$ cat src/rtl/xadac_pkg.sv
// Shared xadac types: transaction ids and the dec/exe request/response payloads.
// Latency: none; this file only holds types and constants.
// Backpressure: none; flow control lives with the modules that use these types.
package xadac_pkg;

  localparam int SbLen = 16;
  localparam int IdW   = $clog2(SbLen);

  typedef logic [IdW-1:0] IdT;

  typedef struct packed {
    IdT          id;
    logic [31:0] instr;
  } DecReqT;

  typedef struct packed {
    IdT   id;
    logic accept;
  } DecRspT;

  typedef struct packed {
    IdT          id;
    logic [31:0] instr;
  } ExeReqT;

  typedef struct packed {
    IdT          id;
    logic [31:0] data;
  } ExeRspT;

endpackage

$ cat src/rtl/xadac_if.sv
// xadac port bundle: dec and exe request/response channels with valid/ready.
// Latency: none; this is wiring only.
// Backpressure: each channel stalls while its valid is high and its ready is low.
interface xadac_if;
  import xadac_pkg::*;

  DecReqT dec_req;
  logic   dec_req_valid;
  logic   dec_req_ready;
  DecRspT dec_rsp;
  logic   dec_rsp_valid;
  logic   dec_rsp_ready;
  ExeReqT exe_req;
  logic   exe_req_valid;
  logic   exe_req_ready;
  ExeRspT exe_rsp;
  logic   exe_rsp_valid;
  logic   exe_rsp_ready;

  // The requesting side: drives requests and consumes responses.
  modport mst (
    output dec_req, dec_req_valid, input dec_req_ready,
    input  dec_rsp, dec_rsp_valid, output dec_rsp_ready,
    output exe_req, exe_req_valid, input exe_req_ready,
    input  exe_rsp, exe_rsp_valid, output exe_rsp_ready
  );

  // The serving side: consumes requests and drives responses.
  modport slv (
    input  dec_req, dec_req_valid, output dec_req_ready,
    output dec_rsp, dec_rsp_valid, input dec_rsp_ready,
    input  exe_req, exe_req_valid, output exe_req_ready,
    output exe_rsp, exe_rsp_valid, input exe_rsp_ready
  );

endinterface

$ cat src/rtl/xadac_id_fifo.sv
// Synchronous id FIFO holding the issue order of in-flight exe transactions.
// Latency: a pushed id is visible at head the cycle after the push.
// Backpressure: push is ignored while full and pop while empty; callers gate on full/empty.
module xadac_id_fifo #(
  parameter int  Depth = 4,
  parameter type IdT   = logic [3:0]
) (
  input  logic                       clk,
  input  logic                       rst,
  input  logic                       push,
  input  IdT                         push_id,
  input  logic                       pop,
  output logic                       full,
  output logic                       empty,
  output IdT                         head,
  output logic [$clog2(Depth+1)-1:0] count
);

  localparam int PtrW = $clog2(Depth);
  localparam int CntW = $clog2(Depth+1);

  IdT            mem [Depth];
  logic [PtrW-1:0] wr_ptr;
  logic [PtrW-1:0] rd_ptr;
  logic            do_push;
  logic            do_pop;

  assign do_push = push && !full;
  assign do_pop  = pop && !empty;
  assign full    = (count == CntW'(Depth));
  assign empty   = (count == '0);
  assign head    = mem[rd_ptr];

  // Pointers wrap naturally because Depth is a power of two.
  always_ff @(posedge clk) begin
    if (rst) begin
      wr_ptr <= '0;
      rd_ptr <= '0;
      count  <= '0;
    end else begin
      if (do_push) wr_ptr <= wr_ptr + 1'b1;
      if (do_pop)  rd_ptr <= rd_ptr + 1'b1;
      case ({do_push, do_pop})
        2'b10:   count <= count + 1'b1;
        2'b01:   count <= count - 1'b1;
        default: count <= count;
      endcase
    end
  end

  // Storage needs no reset: entries are only read once count covers them.
  always_ff @(posedge clk) begin
    if (do_push) mem[wr_ptr] <= push_id;
  end

endmodule

$ cat src/rtl/xadac_exe_rob.sv
// Exe-response reorder buffer: returns mux exe responses to the core in issue order.
// Latency: req path combinational; a buffered head response reaches the core one cycle after capture.
// Backpressure: req stalls when full or id already in flight; core rsp stall holds head; mux rsp always accepted.
module xadac_exe_rob
  import xadac_pkg::*;
#(
  parameter int Depth = SbLen
) (
  input  logic  clk,
  input  logic  rst,
  xadac_if.slv  slv,
  xadac_if.mst  mst,
  output logic  err
);

  localparam int CntW = $clog2(Depth+1);

  logic [CntW-1:0]  count;
  logic             fifo_full;
  logic             fifo_empty;
  IdT               head;
  logic [SbLen-1:0] inflight;
  logic [SbLen-1:0] slot_valid;
  ExeRspT           slot_data [SbLen];
  IdT               req_id;
  IdT               rsp_id;
  logic             can_alloc;
  logic             req_hs;
  logic             rsp_hs;
  logic             wr_ok;

  // Dec channels are untouched wires in both directions.
  assign mst.dec_req       = slv.dec_req;
  assign mst.dec_req_valid = slv.dec_req_valid;
  assign slv.dec_req_ready = mst.dec_req_ready;
  assign slv.dec_rsp       = mst.dec_rsp;
  assign slv.dec_rsp_valid = mst.dec_rsp_valid;
  assign mst.dec_rsp_ready = slv.dec_rsp_ready;

  // Allocation depends only on registered state, so core rsp_ready never reaches the req path.
  assign req_id    = slv.exe_req.id;
  assign can_alloc = (count < CntW'(Depth)) && !inflight[req_id];

  assign mst.exe_req       = slv.exe_req;
  assign mst.exe_req_valid = slv.exe_req_valid && can_alloc;
  assign slv.exe_req_ready = mst.exe_req_ready && can_alloc;
  assign req_hs            = slv.exe_req_valid && mst.exe_req_ready && can_alloc;

  // Mux responses are never stalled; a response for an unknown or already-filled id is dropped.
  assign mst.exe_rsp_ready = 1'b1;
  assign rsp_id            = mst.exe_rsp.id;
  assign wr_ok             = mst.exe_rsp_valid && inflight[rsp_id] && !slot_valid[rsp_id];

  // Only the oldest outstanding id may be returned; its slot is read straight from storage.
  assign slv.exe_rsp_valid = !fifo_empty && slot_valid[head];
  assign slv.exe_rsp       = slot_data[head];
  assign rsp_hs            = slv.exe_rsp_valid && slv.exe_rsp_ready;

  xadac_id_fifo #(
    .Depth (Depth),
    .IdT   (IdT)
  ) u_order (
    .clk     (clk),
    .rst     (rst),
    .push    (req_hs),
    .push_id (req_id),
    .pop     (rsp_hs),
    .full    (fifo_full),
    .empty   (fifo_empty),
    .head    (head),
    .count   (count)
  );

  // Track in-flight ids and filled slots; retire, alloc and capture never touch the same bit.
  always_ff @(posedge clk) begin
    if (rst) begin
      inflight   <= '0;
      slot_valid <= '0;
      err        <= 1'b0;
    end else begin
      if (rsp_hs) begin
        inflight[head]   <= 1'b0;
        slot_valid[head] <= 1'b0;
      end
      if (req_hs) inflight[req_id] <= 1'b1;
      if (wr_ok)  slot_valid[rsp_id] <= 1'b1;
      if (mst.exe_rsp_valid && !wr_ok) err <= 1'b1;
    end
  end

  // Response payload capture; validity is carried by slot_valid, so no reset.
  always_ff @(posedge clk) begin
    if (wr_ok) slot_data[rsp_id] <= mst.exe_rsp;
  end

  // Allocation is only ever granted with room left in the order queue.
  assert property (@(posedge clk) disable iff (rst) req_hs |-> !fifo_full);

endmodule

$ cat src/flat_wrapper.sv
// flat-port wrapper written by rule: the top's interface ports become plain ports
module xadac_exe_rob_flat import xadac_pkg::*;
#(
  parameter int Depth = SbLen
)
  (clk, rst, err, slv_dec_req, slv_dec_req_valid, slv_dec_req_ready, slv_dec_rsp, slv_dec_rsp_valid, slv_dec_rsp_ready, slv_exe_req, slv_exe_req_valid, slv_exe_req_ready, slv_exe_rsp, slv_exe_rsp_valid, slv_exe_rsp_ready, mst_dec_req, mst_dec_req_valid, mst_dec_req_ready, mst_dec_rsp, mst_dec_rsp_valid, mst_dec_rsp_ready, mst_exe_req, mst_exe_req_valid, mst_exe_req_ready, mst_exe_rsp, mst_exe_rsp_valid, mst_exe_rsp_ready);
  xadac_if slv_i ();
  xadac_if mst_i ();
  input  logic clk;
  input  logic rst;
  output logic err;
  input wire logic [$bits(slv_i.dec_req)-1:0] slv_dec_req;
  input wire logic [$bits(slv_i.dec_req_valid)-1:0] slv_dec_req_valid;
  output wire logic [$bits(slv_i.dec_req_ready)-1:0] slv_dec_req_ready;
  output wire logic [$bits(slv_i.dec_rsp)-1:0] slv_dec_rsp;
  output wire logic [$bits(slv_i.dec_rsp_valid)-1:0] slv_dec_rsp_valid;
  input wire logic [$bits(slv_i.dec_rsp_ready)-1:0] slv_dec_rsp_ready;
  input wire logic [$bits(slv_i.exe_req)-1:0] slv_exe_req;
  input wire logic [$bits(slv_i.exe_req_valid)-1:0] slv_exe_req_valid;
  output wire logic [$bits(slv_i.exe_req_ready)-1:0] slv_exe_req_ready;
  output wire logic [$bits(slv_i.exe_rsp)-1:0] slv_exe_rsp;
  output wire logic [$bits(slv_i.exe_rsp_valid)-1:0] slv_exe_rsp_valid;
  input wire logic [$bits(slv_i.exe_rsp_ready)-1:0] slv_exe_rsp_ready;
  output wire logic [$bits(mst_i.dec_req)-1:0] mst_dec_req;
  output wire logic [$bits(mst_i.dec_req_valid)-1:0] mst_dec_req_valid;
  input wire logic [$bits(mst_i.dec_req_ready)-1:0] mst_dec_req_ready;
  input wire logic [$bits(mst_i.dec_rsp)-1:0] mst_dec_rsp;
  input wire logic [$bits(mst_i.dec_rsp_valid)-1:0] mst_dec_rsp_valid;
  output wire logic [$bits(mst_i.dec_rsp_ready)-1:0] mst_dec_rsp_ready;
  output wire logic [$bits(mst_i.exe_req)-1:0] mst_exe_req;
  output wire logic [$bits(mst_i.exe_req_valid)-1:0] mst_exe_req_valid;
  input wire logic [$bits(mst_i.exe_req_ready)-1:0] mst_exe_req_ready;
  input wire logic [$bits(mst_i.exe_rsp)-1:0] mst_exe_rsp;
  input wire logic [$bits(mst_i.exe_rsp_valid)-1:0] mst_exe_rsp_valid;
  output wire logic [$bits(mst_i.exe_rsp_ready)-1:0] mst_exe_rsp_ready;
  assign slv_i.dec_req = slv_dec_req;
  assign slv_i.dec_req_valid = slv_dec_req_valid;
  assign slv_dec_req_ready = slv_i.dec_req_ready;
  assign slv_dec_rsp = slv_i.dec_rsp;
  assign slv_dec_rsp_valid = slv_i.dec_rsp_valid;
  assign slv_i.dec_rsp_ready = slv_dec_rsp_ready;
  assign slv_i.exe_req = slv_exe_req;
  assign slv_i.exe_req_valid = slv_exe_req_valid;
  assign slv_exe_req_ready = slv_i.exe_req_ready;
  assign slv_exe_rsp = slv_i.exe_rsp;
  assign slv_exe_rsp_valid = slv_i.exe_rsp_valid;
  assign slv_i.exe_rsp_ready = slv_exe_rsp_ready;
  assign mst_dec_req = mst_i.dec_req;
  assign mst_dec_req_valid = mst_i.dec_req_valid;
  assign mst_i.dec_req_ready = mst_dec_req_ready;
  assign mst_i.dec_rsp = mst_dec_rsp;
  assign mst_i.dec_rsp_valid = mst_dec_rsp_valid;
  assign mst_dec_rsp_ready = mst_i.dec_rsp_ready;
  assign mst_exe_req = mst_i.exe_req;
  assign mst_exe_req_valid = mst_i.exe_req_valid;
  assign mst_i.exe_req_ready = mst_exe_req_ready;
  assign mst_i.exe_rsp = mst_exe_rsp;
  assign mst_i.exe_rsp_valid = mst_exe_rsp_valid;
  assign mst_exe_rsp_ready = mst_i.exe_rsp_ready;
  xadac_exe_rob #(.Depth(Depth)) u_core (.clk(clk), .rst(rst), .slv(slv_i), .mst(mst_i), .err(err));
endmodule
$ cat config.mk
export PLATFORM = sky130hd
export DESIGN_NAME = xadac_exe_rob_flat
export DESIGN_NICKNAME = d
export VERILOG_FILES = /design/src/rtl/xadac_pkg.sv /design/src/rtl/xadac_if.sv /design/src/rtl/xadac_id_fifo.sv /design/src/rtl/xadac_exe_rob.sv /design/src/flat_wrapper.sv
export SDC_FILE = /design/constraint.sdc
export NUM_CORES = 1
export LEC_CHECK = 0
export BUFFER_PORTS_ARGS = -buffer_cell sky130_fd_sc_hd__buf_2
export CAP_MARGIN = 20
export CORE_ASPECT_RATIO = 0.9
export CORE_UTILIZATION = 30
export DETAILED_ROUTE_END_ITERATION = 12
export GPL_ROUTABILITY_DRIVEN = 0
export PLACE_DENSITY = 0.47
export SYNTH_ARGS = -nofsm -noshare
export SYNTH_HDL_FRONTEND = slang
export SYNTH_SLANG_ARGS = --single-unit
$ cat constraint.sdc
create_clock -name clk -period 6.3 [get_ports clk]
set_input_delay 0.63 -clock clk [delete_from_list [all_inputs] [get_ports clk]]
set_output_delay 0.63 -clock clk [all_outputs]
set_load 0.01 [all_outputs]
==> flow_metrics.py <==
metrics = {
    "yosys": {
        "synth_fa_ha_area_frac": 0.003512,
        "synth_area_per_cell_um2": 12.41,
        "synthCells": 2296,
        "syn_nets": 2427,
        "synth_edf_count": 640,
        "ys_seq_elements": 690,
        "netlist_top_cells_area": "edfxtp_1 (67%), nand2_1 (8.0%), a21oi_1 (5.2%)",
        "synth_warnings": 0,
        "synthArstFlopShare": 0,
        "yosys.area_share.simple": 0.1160,
        "synth_xor_area_frac": 0.002151,
        "synth_common_cells": "edfxtp_1 (640), nand2_1 (604), a21oi_1 (295)",
        "synth_top_family_by_area": "simple AND/OR/NAND/NOR gates",
        "synthFlopType": "edfxtp_1",
        "yosysMostFrequentCell": "edfxtp_1",
        "synthMuxAreaShare": 0.02252,
        "yosysTopAreaCellShare": 0.6744,
        "yosys.cell_types.count": 73,
        "yosysSeqAreaShare": 0.7095,
        "synth_compound_area_frac": 0.1014,
        "synth_top_area_cell": "edfxtp_1",
        "syn-cell-area_um2": 28500,
    },
    "placement": {
        "dp.cells": 3440,
        "io_buffers": 89,
        "post-dp-hpwl_um": 41080,
    },
    "finish": {
        "nNetsFinal": 2408,
        "multi_input_area_um2": 7156,
        "register_area_um2": 20220,
        "post_layout_nonfiller_instances": 3580,
        "syn_to_final_growth_pct": 13.05,
        "nFillCells": 9081,
        "drive_gt1_frac": 0.1237,
    },
    "timing": {
        "drv_slew": 0,
        "grt_setup_unrepaired": "no",
        "max_slew_margin": 0.08970,
        "period_minus_slack_ps": 5648,
        "finalSetupViolCount": 0,
        "finalCritPeriodShare": 0.8965,
        "finalSetupTns_ps": 0,
        "hold_viol_final": 0,
        "skew_ps": 22.95,
        "max_freq_mhz": 177.1,
        "worst_pin_slew_ps": 1365,
    },
    "critical_path": {
        "rr_endpoint": "u_core.u_order.count[4]$_SDFFE_PP0P_",
        "r2r_cells": 15,
        "critPathCaptureType": "output pin",
        "worstPathRequired_ps": 5670,
        "critPathKind": "flop to output pin",
        "reg2reg_slack_ps": 1090,
        "crit_fanout": 211,
        "critPathCapture": "slv_exe_rsp[3]",
        "setup.worst_path.start_class": "flop",
        "worst_ep_arrival_time_ps": 5020,
    },
    "route": {
        "wirelength_um": 77740,
        "wl_per_cell_um": 21.72,
        "final_antenna_net_count": 0,
        "dr.pass1.iters": 7,
        "num_vias": 17870,
        "drtIter0Drc": 1592,
        "viasPerCell": 4.991,
        "drc": 0,
    },
    "clock_tree": {
        "cts.repair.resized": 0,
        "cts_buffers": 77,
        "cts_setup_buffers": 0,
        "cts_buffer_depth": 3,
        "clock-sinks": 690,
        "cts_max_level": 3,
        "tritoncts": "done",
        "clockRootBuffer": "clkbuf_16",
        "cts.hold.buffers_added": 0,
        "clock_latency_ps": 630,
        "clkSlewWorstSetupHoldPaths_ps": 60,
    },
    "global_route": {
        "antenna_found_initial": 6,
        "overflow": 0,
        "grt_pass1_wl_um": 114700,
        "grt_max_degree": 212,
        "grt_pass1_vias": 17210,
        "grt.total_usage": 0.1593,
    },
    "power": {
        "p_clk_frac": 0.402,
        "p_comb_frac": 0.124,
        "p_per_area_nw_per_um2": 331.4,
        "irDropWorstVdd_mv": 0.1968,
        "p_int_mw": 7.858,
        "p_leak_nw": 10.57,
        "power.switching_mw": 2.820,
        "p_seq_frac": 0.475,
        "switching_share": 0.2641,
    },
    "worst_hold_path": {
        "hold_path_class": "input port to flop",
    },
    "die": {
        "core.rowCount": 106,
        "pin_count": 245,
        "initial_core_util": 0.3048,
        "die_w_um": 326.9,
        "die_area_um2": 96230,
        "core_area_um2": 93500,
        "die_y_um": 294.4,
    },
    "outcome": {
        "outcome": "finished clean",
    },
    "flow_run": {
        "cap_viol_max_count": 0,
    },
}
## through the flow
step	util	power [mW]	cell area [um2]	hold WS [ps]	setup slack, ps
floorplan	-	6.022	28500	436.9	1234
global placement	0.3188	6.484	29810	451.3	1246
detailed placement	0.3188	6.501	29810	461.0	1094
CTS	0.3445	10.80	32210	266.5	692.9
global route	0.3445	11.10	32210	322.4	186.0
finish	0.3446	10.68	32220	306.2	652.0
## final cells by class
cell class,instances,share of cell area
Antenna cell,1,0.00007767
Clock buffer,108,0.06703
Clock inverter,31,0.007728
Inverter,20,0.002369
Multi-Input combinational cell,1360,0.2221
Sequential cell,690,0.6276
Tap cell,1242,0.04823
Timing Repair Buffer,128,0.02486
## cells by family after synthesis
family / Yosys count
and+or+nand+nor: 785
DFF: 690
AOI/OAI and AO/OA: 518
buffers and inverters: 246
muxes: 41
adders and majority gates: 8
xor gates and xnor gates: 7
other: 1
## layer usage
layer	vias up	wire length, um	track usage
li1	8231	-	-
met4	6	1904	0.04924
met1	8970	35680	0.2217
met5	-	37	0
met2	518	35920	0.2522
met3	142	4198	0.02813
## cell usage in the layout (no fill, tap or decap), types with 7 or more instances in the layout
master,count
a21oi_1,295
a32o_1,10
buf_2,89
buf_4,34
clkbuf_1,25
clkbuf_16,82
clkinv_1,15
dfxtp_1,50
edfxtp_1,640
ha_1,8
inv_1,18
mux2i_1,18
mux4_2,14
nand2_1,603
nand3_1,14
nand4_1,43
nor2_1,41
nor2_4,14
nor3_1,18
nor3b_1,7
o21ai_0,154
## registers in the layout, indices dropped and copies added (netlist names), named ones only
| register | flops |
|---|---|
| u_core.u_order.wr_ptr | 4 |
| u_core.err | 1 |
| u_core.u_order.count | 5 |
| u_core.slot_valid | 16 |
| u_core.inflight | 16 |
| u_core.u_order.rd_ptr | 4 |
| u_core.u_order.mem | 64 |
| u_core.slot_data | 576 |
## how the worst min path moves through the flow
stage,from,endpoint,slack [ps],depth (start not counted)
after CTS,mst_exe_rsp_valid,u_core.err$_SDFFE_PP0P_,270,3
after global placement,u_core.err$_SDFFE_PP0P_,u_core.err$_SDFFE_PP0P_,450,2
after global routing,mst_exe_rsp_valid,u_core.err$_SDFFE_PP0P_,320,3
after detailed placement,u_core.err$_SDFFE_PP0P_,u_core.err$_SDFFE_PP0P_,460,2
after floorplan,u_core.slot_valid[14]$_SDFF_PP0_,u_core.slot_valid[14]$_SDFF_PP0_,440,2
final,mst_exe_rsp_valid,u_core.err$_SDFFE_PP0P_,310,3
## power groups by stage
stage / combinational, mW / sequential [mW] / clock [mW]
3_5_place_dp: 1.34 / 5.16 / 0
6_report: 1.32 / 5.07 / 4.29
3_3_place_gp: 1.32 / 5.16 / 0
4_1_cts: 1.34 / 5.07 / 4.39
2_1_floorplan: 0.868 / 5.15 / 0
5_1_grt: 1.45 / 5.07 / 4.57
## critical path, cell delays in order (launching register included)
cell	delay [ps]
dfxtp_1	800
nor2_1	150
a22oi_1	280
a31oi_1	280
nor2_4	210
buf_12	640
buf_4	880
nand2_1	120
a21oi_1	170
o21ai_0	130
nand4_1	260
buf_2	180
Power figures use the tool's default switching activity.
